[src/rtl/proc_pkg.sv]
// +----------------------------------------------------------------------------+
// | proc_pkg : shared opcode encoding and helpers for alu_pipe_proc             |
// | Rev 1.0  : initial release                                                  |
// +----------------------------------------------------------------------------+
`default_nettype none

package proc_pkg;

    localparam int OPW = 3;

    typedef enum logic [OPW-1:0] {
        OP_ADD  = 3'b000,
        OP_SUB  = 3'b001,
        OP_AND  = 3'b010,
        OP_OR   = 3'b011,
        OP_MOV  = 3'b100,
        OP_ADDW = 3'b101,
        OP_SUBW = 3'b110,
        OP_INV  = 3'b111
    } op_e;

    function automatic logic is_writing(input op_e op);
        return (op == OP_MOV) || (op == OP_ADDW) || (op == OP_SUBW);
    endfunction

endpackage

`default_nettype wire

[src/rtl/alu_core.sv]
// +----------------------------------------------------------------------------+
// | alu_core : combinational ALU producing result and SF/ZF/CF/invalid flags    |
// | Rev 1.0  : initial release                                                  |
// +----------------------------------------------------------------------------+
`default_nettype none

module alu_core
    import proc_pkg::*;
#(
    parameter int WIDTH = 8
) (
    input  op_e              op,
    input  logic [WIDTH-1:0] a,
    input  logic [WIDTH-1:0] b,
    input  logic [WIDTH-1:0] imm,
    output logic [WIDTH-1:0] result,
    output logic             sf,
    output logic             zf,
    output logic             cf,
    output logic             invalid
);

    logic [WIDTH:0] w_sum;
    logic [WIDTH:0] w_diff;

    // The extra MSB of the widened subtraction is the borrow, i.e. a < b unsigned.
    always_comb begin
        w_sum   = {1'b0, a} + {1'b0, b};
        w_diff  = {1'b0, a} - {1'b0, b};
        result  = '0;
        cf      = 1'b0;
        invalid = 1'b0;
        case (op)
            OP_ADD, OP_ADDW: {cf, result} = w_sum;
            OP_SUB, OP_SUBW: {cf, result} = w_diff;
            OP_AND:          result = a & b;
            OP_OR:           result = a | b;
            OP_MOV:          result = imm;
            default:         invalid = 1'b1;
        endcase
    end

    assign sf = result[WIDTH-1];
    assign zf = !invalid && (result == '0);

endmodule

`default_nettype wire

[src/rtl/alu_pipe_proc.sv]
// +----------------------------------------------------------------------------+
// | alu_pipe_proc : two-stage register-file ALU with valid/ready on both sides  |
// | Optional macro PROC_BYPASS_EN enables same-edge write-to-read bypass.       |
// | Rev 1.0  : initial release                                                  |
// +----------------------------------------------------------------------------+
`default_nettype none

module alu_pipe_proc
    import proc_pkg::*;
#(
    parameter  int WIDTH = 8,
    parameter  int NREGS = 16,
    localparam int AW    = $clog2(NREGS)
) (
    input  logic             clk,
    input  logic             rst_n,
    input  logic             in_valid,
    output logic             in_ready,
    input  logic [OPW-1:0]   opcode,
    input  logic [AW-1:0]    ra,
    input  logic [AW-1:0]    rb,
    input  logic [WIDTH-1:0] imm,
    input  logic             reg_w_enable,
    output logic             out_valid,
    input  logic             out_ready,
    output logic [WIDTH-1:0] result,
    output logic             SF,
    output logic             ZF,
    output logic             CF,
    output logic             invalid_op
);

    logic [WIDTH-1:0] regs_q [NREGS];
    logic [WIDTH-1:0] regs_d [NREGS];

    logic             s1_valid_q, s1_valid_d;
    op_e              s1_op_q,    s1_op_d;
    logic             s1_wr_q,    s1_wr_d;
    logic [AW-1:0]    s1_wa_q,    s1_wa_d;
    logic [WIDTH-1:0] s1_a_q,     s1_a_d;
    logic [WIDTH-1:0] s1_b_q,     s1_b_d;
    logic [WIDTH-1:0] s1_imm_q,   s1_imm_d;

    logic             out_valid_q, out_valid_d;
    logic [WIDTH-1:0] result_q,    result_d;
    logic             sf_q, sf_d, zf_q, zf_d, cf_q, cf_d, inv_q, inv_d;

    logic [WIDTH-1:0] w_alu_res;
    logic             w_alu_sf, w_alu_zf, w_alu_cf, w_alu_inv;
    logic             w_s2_free, w_s1_adv, w_wr_en, w_accept;
    logic [WIDTH-1:0] w_opnd_a, w_opnd_b;

    alu_core #(.WIDTH(WIDTH)) u_alu (
        .op      (s1_op_q),
        .a       (s1_a_q),
        .b       (s1_b_q),
        .imm     (s1_imm_q),
        .result  (w_alu_res),
        .sf      (w_alu_sf),
        .zf      (w_alu_zf),
        .cf      (w_alu_cf),
        .invalid (w_alu_inv)
    );

    assign w_s2_free = !out_valid_q || out_ready;
    assign w_s1_adv  = s1_valid_q && w_s2_free;
    assign w_wr_en   = w_s1_adv && s1_wr_q;
    assign w_accept  = in_valid && in_ready;

`ifdef PROC_BYPASS_EN
    assign in_ready = !s1_valid_q || w_s1_adv;
`else
    // A pending write blocks issue so the next read sees the committed value.
    assign in_ready = !s1_valid_q || (w_s1_adv && !s1_wr_q);
`endif

    always_comb begin
        w_opnd_a = regs_q[ra];
        w_opnd_b = regs_q[rb];
`ifdef PROC_BYPASS_EN
        if (w_wr_en && (s1_wa_q == ra)) w_opnd_a = w_alu_res;
        if (w_wr_en && (s1_wa_q == rb)) w_opnd_b = w_alu_res;
`endif
    end

    always_comb begin
        regs_d      = regs_q;
        s1_valid_d  = s1_valid_q;
        s1_op_d     = s1_op_q;
        s1_wr_d     = s1_wr_q;
        s1_wa_d     = s1_wa_q;
        s1_a_d      = s1_a_q;
        s1_b_d      = s1_b_q;
        s1_imm_d    = s1_imm_q;
        out_valid_d = out_valid_q;
        result_d    = result_q;
        sf_d        = sf_q;
        zf_d        = zf_q;
        cf_d        = cf_q;
        inv_d       = inv_q;

        if (w_wr_en) regs_d[s1_wa_q] = w_alu_res;

        if (w_s2_free) begin
            out_valid_d = s1_valid_q;
            if (s1_valid_q) begin
                result_d = w_alu_res;
                sf_d     = w_alu_sf;
                zf_d     = w_alu_zf;
                cf_d     = w_alu_cf;
                inv_d    = w_alu_inv;
            end
        end

        if (w_accept) begin
            s1_valid_d = 1'b1;
            s1_op_d    = op_e'(opcode);
            s1_wr_d    = is_writing(op_e'(opcode)) && reg_w_enable;
            s1_wa_d    = ra;
            s1_a_d     = w_opnd_a;
            s1_b_d     = w_opnd_b;
            s1_imm_d   = imm;
        end else if (w_s1_adv) begin
            s1_valid_d = 1'b0;
        end
    end

    always_ff @(posedge clk or negedge rst_n) begin
        if (!rst_n) begin
            regs_q      <= '{default: '0};
            s1_valid_q  <= 1'b0;
            s1_op_q     <= OP_ADD;
            s1_wr_q     <= 1'b0;
            s1_wa_q     <= '0;
            s1_a_q      <= '0;
            s1_b_q      <= '0;
            s1_imm_q    <= '0;
            out_valid_q <= 1'b0;
            result_q    <= '0;
            sf_q        <= 1'b0;
            zf_q        <= 1'b0;
            cf_q        <= 1'b0;
            inv_q       <= 1'b0;
        end else begin
            regs_q      <= regs_d;
            s1_valid_q  <= s1_valid_d;
            s1_op_q     <= s1_op_d;
            s1_wr_q     <= s1_wr_d;
            s1_wa_q     <= s1_wa_d;
            s1_a_q      <= s1_a_d;
            s1_b_q      <= s1_b_d;
            s1_imm_q    <= s1_imm_d;
            out_valid_q <= out_valid_d;
            result_q    <= result_d;
            sf_q        <= sf_d;
            zf_q        <= zf_d;
            cf_q        <= cf_d;
            inv_q       <= inv_d;
        end
    end

    assign out_valid  = out_valid_q;
    assign result     = result_q;
    assign SF         = sf_q;
    assign ZF         = zf_q;
    assign CF         = cf_q;
    assign invalid_op = inv_q;

endmodule

`default_nettype wire

[config.mk]
export PLATFORM = sky130hd
export DESIGN_NAME = alu_pipe_proc
export DESIGN_NICKNAME = d
export VERILOG_FILES = /design/src/rtl/proc_pkg.sv /design/src/rtl/alu_core.sv /design/src/rtl/alu_pipe_proc.sv
export SDC_FILE = /design/constraint.sdc
export NUM_CORES = 1
export LEC_CHECK = 0
export CORE_MARGIN = 5
export CORE_UTILIZATION = 30
export CTS_CLUSTER_SIZE = 10
export DETAILED_ROUTE_END_ITERATION = 7
export PLACE_DENSITY = 0.59
export SETUP_SLACK_MARGIN = 0.05
export SYNTH_ARGS = -nofsm -noshare
export SYNTH_HDL_FRONTEND = slang
export SYNTH_SLANG_ARGS = --single-unit
[constraint.sdc]
create_clock -name clk -period 2.6 [get_ports clk]
set_input_delay 0.26 -clock clk [delete_from_list [all_inputs] [get_ports clk]]
set_output_delay 0.26 -clock clk [all_outputs]
set_load 0.05 [all_outputs]
; After elaboration in Yosys (flattened, before gate mapping)
; Cells that the tools add are included.
[totals]
regBits = 174
inputBits = 24
[op_classes]
n_reduce_logical = 21
n_mux = 14
n_addsub = 2
bitwise_logic = 5
eq_ne = 9
order_cmp = 4
[ops]
columns = operator, count
row1 = 128-bit bitwise mux, 1
row2 = 8-bit binary-select mux with 4-bit select, 2
row3 = 8-bit 2-to-1 mux, 5
row4 = 8-bit case mux with 5 select lines, 1
row5 = 8-bit demux with 4-bit select, 1
row6 = "3-bit equality test, second input constant", 6
row7 = "5-bit >= comparator, second input constant", 3
row8 = 4-bit inverter with 5-bit output, 3
row9 = 8-bit by 8-bit adder with 9-bit output, 1
row10 = 8-bit by 8-bit subtractor with 9-bit output, 1
row11 = 8-bit AND, 1
row12 = 8-bit zero test, 1
row13 = 8-bit OR, 1
row14 = 1-bit logical AND, 7
row15 = 7-bit OR reduction, 1
row16 = "3-bit by 2-bit equality test with 1-bit output, second input constant", 2
row17 = "5-bit by 1-bit less-than comparator with 1-bit output, second input constant", 1
row18 = 1-bit logical OR, 4
row19 = 2-bit OR reduction, 2
row20 = "3-bit by 1-bit equality test with 1-bit output, second input constant", 1
row21 = 1-bit zero test, 3
row22 = 3-bit zero test, 1
row23 = 1-bit 2-to-1 mux, 3
row24 = 1-bit case mux with 2 select lines, 1
row25 = 2 further kinds, 2

; Logic depth before layout (Yosys ltp)
[logic_depth]
word_depth = 7
mapped_depth = 10
mapped_depth_nobuf = 9

; By module
; Synthesis repeated with hierarchy kept, for this count alone.
[hier_totals]
cells_unflattened = 707
area_unflattened_um2 = 9799.4
[by_module_without_submodules]
columns = module, area_each_um2, n_inst, seq_area_each_um2, cells_per_inst
row1 = alu_pipe_proc, 8567.0, 1, 4354.2, 536
row2 = alu_core, 1232.4, 1, 0.0, 171

; Least setup slack after synthesis
; OpenSTA, ideal clock, no wires.
[synth_timing]
path_kind = register -> register
from = reg out_valid_q, in the netlist out_valid
to = reg s1_a_q[0]
t_arrival_ps = 2904
slack_ps = -429
stages_incl_launch_ff = 6
path_buffers = 1
path_cell_list = dfrtp_1 nor2b_1 o21ai_0 nand2_1 clkbuf_1 mux2_2
[synth_via]
elab_chain_len = 6
[synth_rtl]
columns = element, line_no
row1 = "start, declared", alu_pipe_proc.sv:44  ; logic out_valid_q, out_valid_d;
row2 = "start signal, assigned", alu_pipe_proc.sv:153  ; out_valid_q <= out_valid_d;
row3 = 1-bit zero test, alu_pipe_proc.sv:65  ; assign w_s2_free = !out_valid_q || out_ready;
row4 = 1-bit logical OR, alu_pipe_proc.sv:65
row5 = 1-bit logical AND, alu_pipe_proc.sv:66  ; assign w_s1_adv = s1_valid_q && w_s2_free;
row6 = 1-bit logical AND, alu_pipe_proc.sv:74  ; assign in_ready = !s1_valid_q || (w_s1_adv && !s1_wr_q);
row7 = 1-bit logical OR, alu_pipe_proc.sv:74
row8 = named net in_ready, alu_pipe_proc.sv:18  ; output logic in_ready,
row9 = 1-bit logical AND, alu_pipe_proc.sv:68  ; assign w_accept = in_valid && in_ready;
row10 = "end signal, assigned", alu_pipe_proc.sv:135  ; s1_a_q <= '0;
row11 = "end signal, assigned", alu_pipe_proc.sv:150  ; s1_a_q <= s1_a_d;
row12 = "end, declared", alu_pipe_proc.sv:40  ; logic [WIDTH-1:0] s1_a_q, s1_a_d;
; The timed path passes the listed nets, and every way through them passes these cells.
; A chain may end at the register's enable or synchronous reset.

; Worst setup path after layout
[layout_timing]
from = reg s1_a_q[0]
to = reg zf_q, in the netlist ZF
[layout_via]
elab_chain_len = 4
elab_cells_between_ends = 7
classes_between = add/sub: 2 / mux: 1 / bitwise: 2 / reduce/logical: 2
[layout_rtl]
columns = element, line_no
row1 = 8-bit by 8-bit subtractor with 9-bit output (tied with other cells), alu_core.sv:29  ; w_diff = {1'b0, a} - {1'b0, b};
row2 = 8-bit case mux with 5 select lines *, alu_core.sv:33  ; case (op)
row3 = 8-bit zero test *, alu_core.sv:44  ; assign zf = !invalid && (result == '0);
row4 = 1-bit logical AND *, alu_core.sv:44
row5 = "end signal, assigned", alu_pipe_proc.sv:156  ; zf_q <= zf_d;
row6 = "end, declared", alu_pipe_proc.sv:46  ; logic sf_q, sf_d, zf_q, zf_d, cf_q, cf_d, inv_q, inv_d;
; Every way passes the cells marked *; elsewhere a longest branch is shown, timed or not.

==> run_results.csv <==
group,metric,value,unit
run_status,status,"complete, no violations",
synth,synth_fp_nets,833,
pwr,ir_drop,0.531,mV
worst_setup_path,cpPeakStageDelay,390,ps
timing,rsz0062_at_grt,"true",
timing,holdWs,374,ps
synth,synth_seq_cells,173,
detailed_routing,drtAntennaViolNets,0,
detailed_routing,drtIter0Drc,336,
pwr,p_per_area,1060,nW/um^2
detailed_routing,avgViaCountPerCell,5.10,
pwr,cellLeakagePower,4.83,nW
clock_tree,cts_num_sinks,173,
worst_setup_path,crit_slowest_cell,"dfrtp_1",
clock_tree,clk_pin_slew_worst_paths,80,ps
floorplan,initial_core_util,0.301,
cells_and_area,nets,893,
timing,period_share,0.952,
synth,synth_xor_area_frac,0.00278,
global_route,use_met1,0.174,
cells_and_area,synthToLayoutAreaGrowth,20.1,%
synth,synth_largest_area_cell,"dfrtp_1",
timing,setup_viol,0,
floorplan,chipWidth,187,um
pwr,swShare,0.390,
global_route,grtUsageMet3,0.0235,
worst_setup_path,worstSetupStartpoint,"s1_a_q[0]",
worst_setup_path,timing.rr.end,"ZF",
detailed_routing,vias,6417,
placement,gp_congestion,0.832,
clock_tree,cts.path.max_buffers,2,
floorplan,dieArea,35100,um^2
detailed_routing,dr.pass1.iters,4,
synth,avgSynthCellArea,12.1,um^2
floorplan,coreArea,31300,um^2
global_route,grt_util_all_layers,0.134,
global_route,first_global_vias,6753,
detailed_routing,wl_per_cell,18.5,um
timing,min_period,2480,ps
pwr,seqPwrFrac,0.343,
synth,syn_inst,783,
clock_tree,insertion_delay,430,ps
worst_setup_path,cp.required,2920,ps
synth,yosysTopAreaCellShare,0.459,
synth,syn_area,9440,um^2
worst_hold_path,hp-class,"in -> async",
global_route,grt_util_met2,0.229,
worst_setup_path,worstSetupStartpointType,"register",
global_route,gr-total-overflow,0,
synth,synthAdderAreaFrac,0.0361,
flow_run,cap_violations,0,
floorplan,rows,65,
floorplan,die_h,187,um
pwr,p_comb_frac,0.450,
placement,io_buffers,37,
worst_setup_path,r2r_start,"s1_a_q[0]",
clock_tree,cts_tree,"built",
cells_and_area,stdcell_area,11300,um^2
pwr,p_sw,0.00470,W
worst_setup_path,crit_arrival,2800,ps
synth,ys_seq_area_frac,0.459,
detailed_routing,drc,0,
worst_setup_path,cp_max_fo,18,
synth,muxShareOfSynthArea,0.271,
pwr,p_clk_frac,0.206,
synth,synthFlopType,"dfrtp_1",
cells_and_area,nFillCells,3025,
worst_setup_path,reg2reg_depth,10,
global_route,grt_pass1_wl,37.6,mm
global_route,antenna_found_initial,0,
synth,synthTopCellsByArea,"dfrtp_1 (46%), mux4_2 (19%), mux2_2 (7.8%)",
timing,hold_viol,0,
floorplan,top_level_ports,38,
placement,dp_hpwl,16.6,mm
global_route,grt_max_degree,63,
worst_setup_path,crit_chain,"inv_2 > ha_2 > fa_2 > o21ba_4 > o41ai_2 > buf_4 > o221a_4 > o21ai_4 > buf_12 > o41ai_4",
clock_tree,htree_num_levels,4,
synth,synth_top_family_by_area,"multiplexers",
cells_and_area,antenna_cells,0,
synth,synth_cell_type_count,60,
clock_tree,cts_root_buf,"clkbuf_16",
detailed_routing,finalWirelength,23.2,mm
timing,fmax,0.404,GHz
placement,placed_cell_area,10600,um^2
worst_setup_path,ff2ff_setup_slack,120,ps
synth,synth_warnings,0,
cells_and_area,drive_gt1_frac,0.318,
synth,synth_edf_count,0,
timing,maxSlewViolCount,0,
clock_tree,cts_buffers,17,
worst_setup_path,critical_path_class,"reg -> reg",
timing,slew_headroom,0.570,
synth,async_flop_share,1.00,
synth,synth-compound-area-share,0.104,
global_route,top_usage_layer,"met2",
timing,fin_worst_skew,13.3,ps
timing,worst_pin_slew,645,ps
pwr,internal_power,0.00735,W
worst_setup_path,critPathCaptureType,"register",
timing,setup_tns,0,ps
synth,synth_simple_gate_area_frac,0.0903,
[registers in the layout (all words and copies together) (netlist names), 3 cells and up]
signal / cells
regs_q: 128
result: 8
s1_a_q: 8
s1_b_q: 8
s1_imm_q: 8
s1_op_q: 3
s1_wa_q: 4
[critical path: cells and delay by family, from the launching register on]
family,cells,cell delay (ps)
compound gates,5,1020
buf+inv,3,400
flops,1,390
fa+ha+maj,2,560
[worst max path at each step]
stage,to,slack [ps],depth (start not counted)
4_1_cts,ZF,70,10
3_5_place_dp,regs_q[78],-280,9
6_report,ZF,120,10
5_1_grt,ZF,-8,8
3_3_place_gp,regs_q[38],-200,9
2_1_floorplan,s1_a_q[0],50,5
[through the flow]
stage,power [W],setup WS (ps),util,instances
after floorplan,0.00741,51.7,-,783
after global placement,0.00896,-201,0.338,1221
after detailed placement,0.00910,-283,0.338,1221
after CTS,0.0119,72.5,0.359,1256
after global routing,0.0128,-8.44,0.362,1258
final,0.0120,125,0.362,1258
[power groups by stage]
stage / Sequential [W] / Combinational [W] / Clock (W)
2_1_floorplan: 0.00422 / 0.00319 / 0
3_3_place_gp: 0.00413 / 0.00484 / 0
3_5_place_dp: 0.00417 / 0.00493 / 0
4_1_cts: 0.00413 / 0.00519 / 0.00255
5_1_grt: 0.00426 / 0.00588 / 0.00267
6_report: 0.00414 / 0.00542 / 0.00249
[cell usage after synthesis, drive strengths merged (3+ instances only)]
library cell  number
o41ai              3
o21ai             39
mux4              80
nand3              6
nand3b             5
a21oi             81
o22ai              3
nand2             46
nor2b              5
o221ai             5
a22oi              6
nor2              87
nand2b             8
inv               25
mux2              65
and2               3
dfrtp            173
nor3              10
or2                3
o21a               4
ha                24
clkbuf            39
a211oi             3
or3                3
nor3b              4
buf               22
[cells by family (layout without fill, tap and decap cells)]
| kind of cell | after synthesis | after routing |
|---|---|---|
| muxes | 147 | 147 |
| and+or+nand+nor | 187 | 187 |
| AOI/OAI and AO/OA | 161 | 162 |
| adders and majority gates | 26 | 26 |
| xor gates and xnor gates | 3 | 3 |
| buffers and inverters | 86 | 158 |
| DFF | 173 | 173 |
[cell usage in the layout (no fill, tap or decap), drive strengths merged, types with 3 or more instances in the layout]
| master | synthesis | final |
|---|---|---|
| or3 | 3 | 3 |
| nor2 | 87 | 87 |
| a22oi | 6 | 6 |
| nand3b | 5 | 5 |
| nor3b | 4 | 4 |
| o21ai | 39 | 39 |
| and2 | 3 | 3 |
| ha | 24 | 24 |
| clkbuf | 39 | 17 |
| mux2 | 65 | 65 |
| o22ai | 3 | 3 |
| nand2b | 8 | 8 |
| mux4 | 80 | 80 |
| nand2 | 46 | 46 |
| nor2b | 5 | 5 |
| clkinvlp | 0 | 4 |
| o221ai | 5 | 5 |
| clkinv | 0 | 3 |
| o21a | 4 | 4 |
| clkdlybuf4s50 | 0 | 34 |
| or2 | 3 | 3 |
| inv | 25 | 33 |
| buf | 22 | 66 |
| a211oi | 3 | 3 |
| nor3 | 10 | 10 |
| dfrtp | 173 | 173 |
| nand3 | 6 | 6 |
| o41ai | 3 | 3 |
| a21oi | 81 | 82 |
[metal layers]
| metal | routed length, um | up-vias |
|---|---|---|
| met5 | 0 | - |
| met4 | 442 | 0 |
| met3 | 932 | 37 |
| met2 | 11800 | 137 |
| met1 | 10000 | 3238 |
| li1 | - | 3005 |
[layout make-up]
cell class | instances | area (um^2) | share of cell area
Multi-Input combinational cell | 525 | 4870 | 0.429
Timing Repair Buffer | 101 | 970 | 0.0856
Clock inverter | 15 | 148 | 0.0130
Tap cell | 402 | 503 | 0.0444
Sequential cell | 173 | 4330 | 0.382
Inverter | 25 | 93.8 | 0.00828
Clock buffer | 17 | 425 | 0.0375
[timing repair]
| action | 4_1_cts | 5_1_grt |
|---|---|---|
| endpoints found under the hold margin | 55 | 0 |
| setup endpoints to repair | 52 | 38 |
| pin swaps | 2 | 1 |
| cloned | 0 | 1 |
| gates resized for setup | 6 | 15 |
| hold buffers | 1 | 0 |
| setup buffers | 2 | 1 |
No activity file was read; power rests on OpenSTA's default activity.
==> RTL edit 1 (same flow settings) <==
`WIDTH` is set to 8 in 2 places; all go to 6.
--- a/src/rtl/alu_core.sv
+++ b/src/rtl/alu_core.sv
@@ -7,7 +7,7 @@
 module alu_core
     import proc_pkg::*;
 #(
-    parameter int WIDTH = 8
+    parameter int WIDTH = 6
 ) (
     input  op_e              op,
     input  logic [WIDTH-1:0] a,
--- a/src/rtl/alu_pipe_proc.sv
+++ b/src/rtl/alu_pipe_proc.sv
@@ -8,7 +8,7 @@
 module alu_pipe_proc
     import proc_pkg::*;
 #(
-    parameter  int WIDTH = 8,
+    parameter  int WIDTH = 6,
     parameter  int NREGS = 16,
     localparam int AW    = $clog2(NREGS)
 ) (
Interface: changed (resized imm and result); port bits go from 38 to 34. The function was not compared with the original's and may differ.
==> RTL edit 1 against the unedited design <==
Core utilization grew 0.60 points; first-iteration DRC count grew 7.7%; final area shrank 24%; sequential cell count shrank 40; total power shrank 21%; routed wire length shrank 23%; sequential power shrank 22%; setup slack gained 0.038 ns; synthesized area shrank 24%; synthesized cell count shrank 23%; clock skew shrank 0.0025 ns; largest power group unchanged.
==> RTL edit 1: results (changes against the unedited design) <==
- Starting DRT DRC Count: 362 (+7.7%)
- Clock transition at path regs: 0.06 ns (-0.02 ns)
- Non-filler instance count after layout: 970 (-23%)
- Commonest cells post-synth: dfrtp_1 (133), nor2_1 (75), a21oi_1 (67)
- Crit Path Max Fanout: 3 (-15)
- Hold Slack: 0.3557 ns (-0.01877 ns)
- Worst setup endpoint: ZF
- Synth area leaders: dfrtp_1 (47%), mux4_2 (19%), mux2_2 (6.5%)
- Path depth of the worst reg2reg path: 7 (-3)
- Hold Path Class: in2async
- Asr flop ratio synth: 100.0% (unchanged)
- Placed inst area: 7989 µm² (-25%)
- Pin count of the biggest net entering global routing: 55 (-13%)
- Max reg flops: 96 (-25%)
- Top cell type's share of synthesized area: 46.63% (+0.76 points)
- CTS Buf Count: 17 (unchanged)
- Total global-route track usage: 14.06% (+0.67 points)
- Final worst slack: 0.1627 ns (+0.03790 ns)
- Skew-Pair Late Insertion Delay: 0.43 ns (about the same)
- Root Buffer: clkbuf_16
- H-tree levels: 4 (unchanged)
- Ratio of cells with drive above 1 in the final layout: 26.88% (-4.9 points)
- Fill count: 2294 (-24%)
- Max-slew headroom: 63.96% (+7.0 points)
- Synth warn: 0 (unchanged)
- Post-DP HPWL: 12600 µm (-24%)
- GPL Wtd Cong: 0.8349 (+0.31%)
- Vias in the first global route: 4996 (-26%)
- Net count, final: 681 (-24%)
- Cell variety after synth: 44 (-27%)
- Place WS: 0.1286 ns (+0.4113 ns)
- Most flop-heavy register: regs_q
- Clk buf depth: 2 (unchanged)
- TritonRoute pass-1 iters: 5 (+1)
- Seq/Total Area, Yosys: 46.63% (+0.76 points)
- Layout Skew: 0.01080 ns (-0.002543 ns)
- Inst Count DP: 938 (-23%)
- Port bufs: 33 (-11%)
- Syn_nets: 643 (-23%)
- ANT cells: 0 (unchanged)
- First-pass GRT wire length: 28680 µm (-24%)
- Critical path arrival: 2.79 ns (about the same)
- Status: completed
- CP Launch Point: s1_a_q[0]
- Post-Route WL: 17880 µm (-23%)
- Post-Syn Instances: 601 (-23%)
- Initial antenna violation count: 0 (unchanged)
- Static leakage: 3.661 nW (-24%)
- Post-DR vias/cell: 5.005 (-1.9%)
- Critical Path Start Type: flip-flop
- Peak supply drop: 0.0005914 V (+11%)
RTL edit 1: changes by cell type after synthesis, sizes merged, moves of 11 or more:
cell / unedited run / this run
a21oi: 81 / 70
clkbuf: 39 / 28
dfrtp: 173 / 133
mux2: 65 / 41
mux4: 80 / 60
nor2: 87 / 75
RTL edit 1: what timing repair did:
| action | 4_1_cts | 5_1_grt |
|---|---|---|
| hold buffers | 1 | 0 |
| setup buffers | 0 | 0 |
| endpoints found under the hold margin | 51 | 0 |
| gates resized for setup | 0 | 2 |
| setup endpoints to repair | 0 | 11 |
RTL edit 1: area by class of cell:
type,instances,area (µm²),share of cell area [%]
multi-input combinational,404,3546,41.05
clock inverter,10,168.9,1.955
inverter,18,67.56,0.7822
timing repair buffer,65,668.1,7.735
clock buffer,21,460.4,5.330
tap,319,399.1,4.621
sequential,133,3328,38.53
RTL edit 1: layer usage:
layer  vias to the layer above  share of wire [%]  GRT usage (%)
met5                         -                  0              0
met4                         0                1.2          3.812
met3                        20                3.4          2.861
met2                        72                 52          24.42
met1                      2494                 43          17.87
li1                       2269                  -              -
RTL edit 1: report_power, final:
group | switching [mW] | total, mW | internal (mW)
clock | 0.911 | 2.57 | 1.66
combinational | 1.98 | 3.68 | 1.70
sequential | 0.519 | 3.24 | 2.72
RTL edit 1: critical path, stage by stage (launching register included):
cell	delay, ns
dfrtp_1	0.37
inv_1	0.07
ha_1	0.24
fa_1	0.41
a221o_1	0.37
a221o_1	0.36
nor4_2	0.33
a32o_1	0.22
RTL edit 1: cell families (layout without fill, tap and decap cells):
group	Yosys count	count (layout)	synth area share (%)
muxes	103	103	25.68
AOI/OAI and AO/OA	131	131	10.80
DFF	133	133	46.63
buffers and inverters	64	114	3.822
xor gates and xnor gates	1	1	0.2280
adders and majority gates	20	20	3.717
and+or+nand+nor	149	149	9.116
==> RTL edit 2 (same flow settings) <==
Without the edit above. Make the reset (`rst_n`) synchronous in one clocked block.
--- a/src/rtl/alu_pipe_proc.sv
+++ b/src/rtl/alu_pipe_proc.sv
@@ -125,7 +125,7 @@
         end
     end
 
-    always_ff @(posedge clk or negedge rst_n) begin
+    always_ff @(posedge clk) begin
         if (!rst_n) begin
             regs_q      <= '{default: '0};
             s1_valid_q  <= 1'b0;
Formal check against the unedited RTL: differs if rst_n is asserted again (counterexample within 4 cycles, from zero or initial values and one cycle with rst_n low); with rst_n held inactive, the same outputs for 4 cycles.
==> RTL edit 2 against the unedited design <==
Synthesized area decreased by 1.6%; sequential cell count unchanged; critical path type unchanged; highest routed layer unchanged; synthesized cell count increased by 17%; via count increased by 15%; die area decreased by 1.5%; final area decreased by 1.8%; worst hold slack got worse by 0.028 ns; sequential share of layout area decreased by 7.1 points; routed wire length increased by 18%; setup slack got worse by 0.00066 ns.
Power is not compared: it rests on default switching activity, and its combinational part moved more than twofold at a synthesized area within 25%.
==> RTL edit 2: results (changes against the unedited design) <==
- Status: completed
- CP top delay family: compound AO/OA/AOI/OAI gates
- Largest stage delay on the critical path: 0.36 ns (-0.03 ns)
- Syn_nets: 969 (+16%)
- Seq/Total Area, Yosys: 37.29% (-8.6 points)
- Starting DRT DRC Count: 738 (+120%)
- Grt met2 use: 25.99% (+3.1 points)
- Pin count of the biggest net entering global routing: 43 (-32%)
- Cell variety after synth: 69 (+15%)
- Place WS: -0.09532 ns (+0.1874 ns)
- Post-DP HPWL: 18150 µm (+9.3%)
- Reg2reg setup slack: 0.12 ns
- Peak supply drop: 0.0004581 V
- Port bufs: 37 (unchanged)
- Met3 WL post-DR: 1660 µm (+78%)
- Met3 Usage GRT: 3.459% (+1.1 points)
- Max-slew headroom: 54.52% (-2.5 points)
- Slowest-stage cell, CP: fa_2
- Layout Skew: 0.01446 ns (+0.001120 ns)
- Top FF cell, synth: dfxtp_1
- Net count, final: 1013 (+13%)
- Top Metal Used: met4
- Hold Path Class: in2reg
- Skew-Pair Late Insertion Delay: 0.44 ns
- Vias in the first global route: 7275 (+7.7%)
- Static leakage: 3.690 nW
- Synth area leaders: dfxtp_1 (37%), mux4_2 (19%), a211oi_1 (8.8%)
- Met1 Wirelength: 11980 µm (+20%)
- Commonest cells post-synth: dfxtp_1 (173), nor2_1 (133), a211oi_1 (109)
- Asr flop ratio synth: 0% (-100 points)
- Synth warn: 0 (unchanged)
- Met1 usage: 21.14% (+3.7 points)
- GPL Wtd Cong: 0.8833 (+6.1%)
- Critical path arrival: 2.77 ns (-0.03 ns)
- CP Launch Point: s1_a_q[0]
- Placed inst area: 10390 µm² (-1.9%)
- Max Fclk: 403.9 MHz (about the same)
- First-pass GRT wire length: 42230 µm (+12%)
- Routed wire per std cell: 19.95 µm (+8.1%)
- Crit Path Max Fanout: 4 (-14)
- Clk buf depth: 2 (unchanged)
- DR WL met2: 13090 µm (+11%)
- Ratio of cells with drive above 1 in the final layout: 24.49% (-7.3 points)
- TritonRoute pass-1 iters: 5 (+1)
- Vias: 7403 (+15%)
- Total global-route track usage: 15.87% (+2.5 points)
## RTL edit 2: cell types whose count changed in the layout (fill, tap and decap cells not counted), moves of 10 or more
| cell | change |
|---|---|
| o21a_1 | +12 |
| o21ai_0 | -30 |
| nand2_1 | +28 |
| nor4_1 | +12 |
| mux2_2 | -64 |
| nor2b_1 | +15 |
| dfxtp_1 | +172 |
| nor2_1 | +47 |
| a21oi_1 | -27 |
| a211oi_2 | +10 |
| a211oi_1 | +106 |
| dfrtp_1 | -173 |
## RTL edit 2: area by class of cell
cell class                      count  area (µm²)
Fill cell                        3015       19460
Multi-Input combinational cell    633        5399
Sequential cell                   173        3465
Timing Repair Buffer              112        1105
Tap cell                          396       495.5
Clock buffer                       22       464.2
Clock inverter                     10       103.9
Inverter                           26       100.1
## RTL edit 2: worst paths after layout
kind / to / depth (start not counted)
max: regs_q[86] / 11
min: s1_wa_q[0] / 4
max reg2reg: regs_q[86] / 11
min reg2reg: s1_a_q[0] / 2
## RTL edit 2: timing repair
action / 4_1_cts / 5_1_grt
hold buffers: 0 / 0
buffers inserted: 2 / 3
gates cloned: 1 / 1
endpoints found under the setup margin: 32 / 41
pin swaps: 2 / 3
resized for setup: 5 / 14
endpoints found under the hold margin: 0 / 0
## RTL edit 2: logic make-up after synthesis
kind of cell | share of synthesized area, %
compound gates | 19.15
fa+ha+maj | 3.665
simple gates | 14.34
buf+inv | 5.430
xor+xnor | 0.2830
flops | 37.29
mux | 19.85
## RTL edit 2: metrics by stage
stage,instances,hold slack [ns]
floorplan,919,0.3960
global placement,1333,0.4618
detailed placement,1333,0.4701
CTS,1368,0.3397
global route,1372,0.3461
finish,1372,0.3461
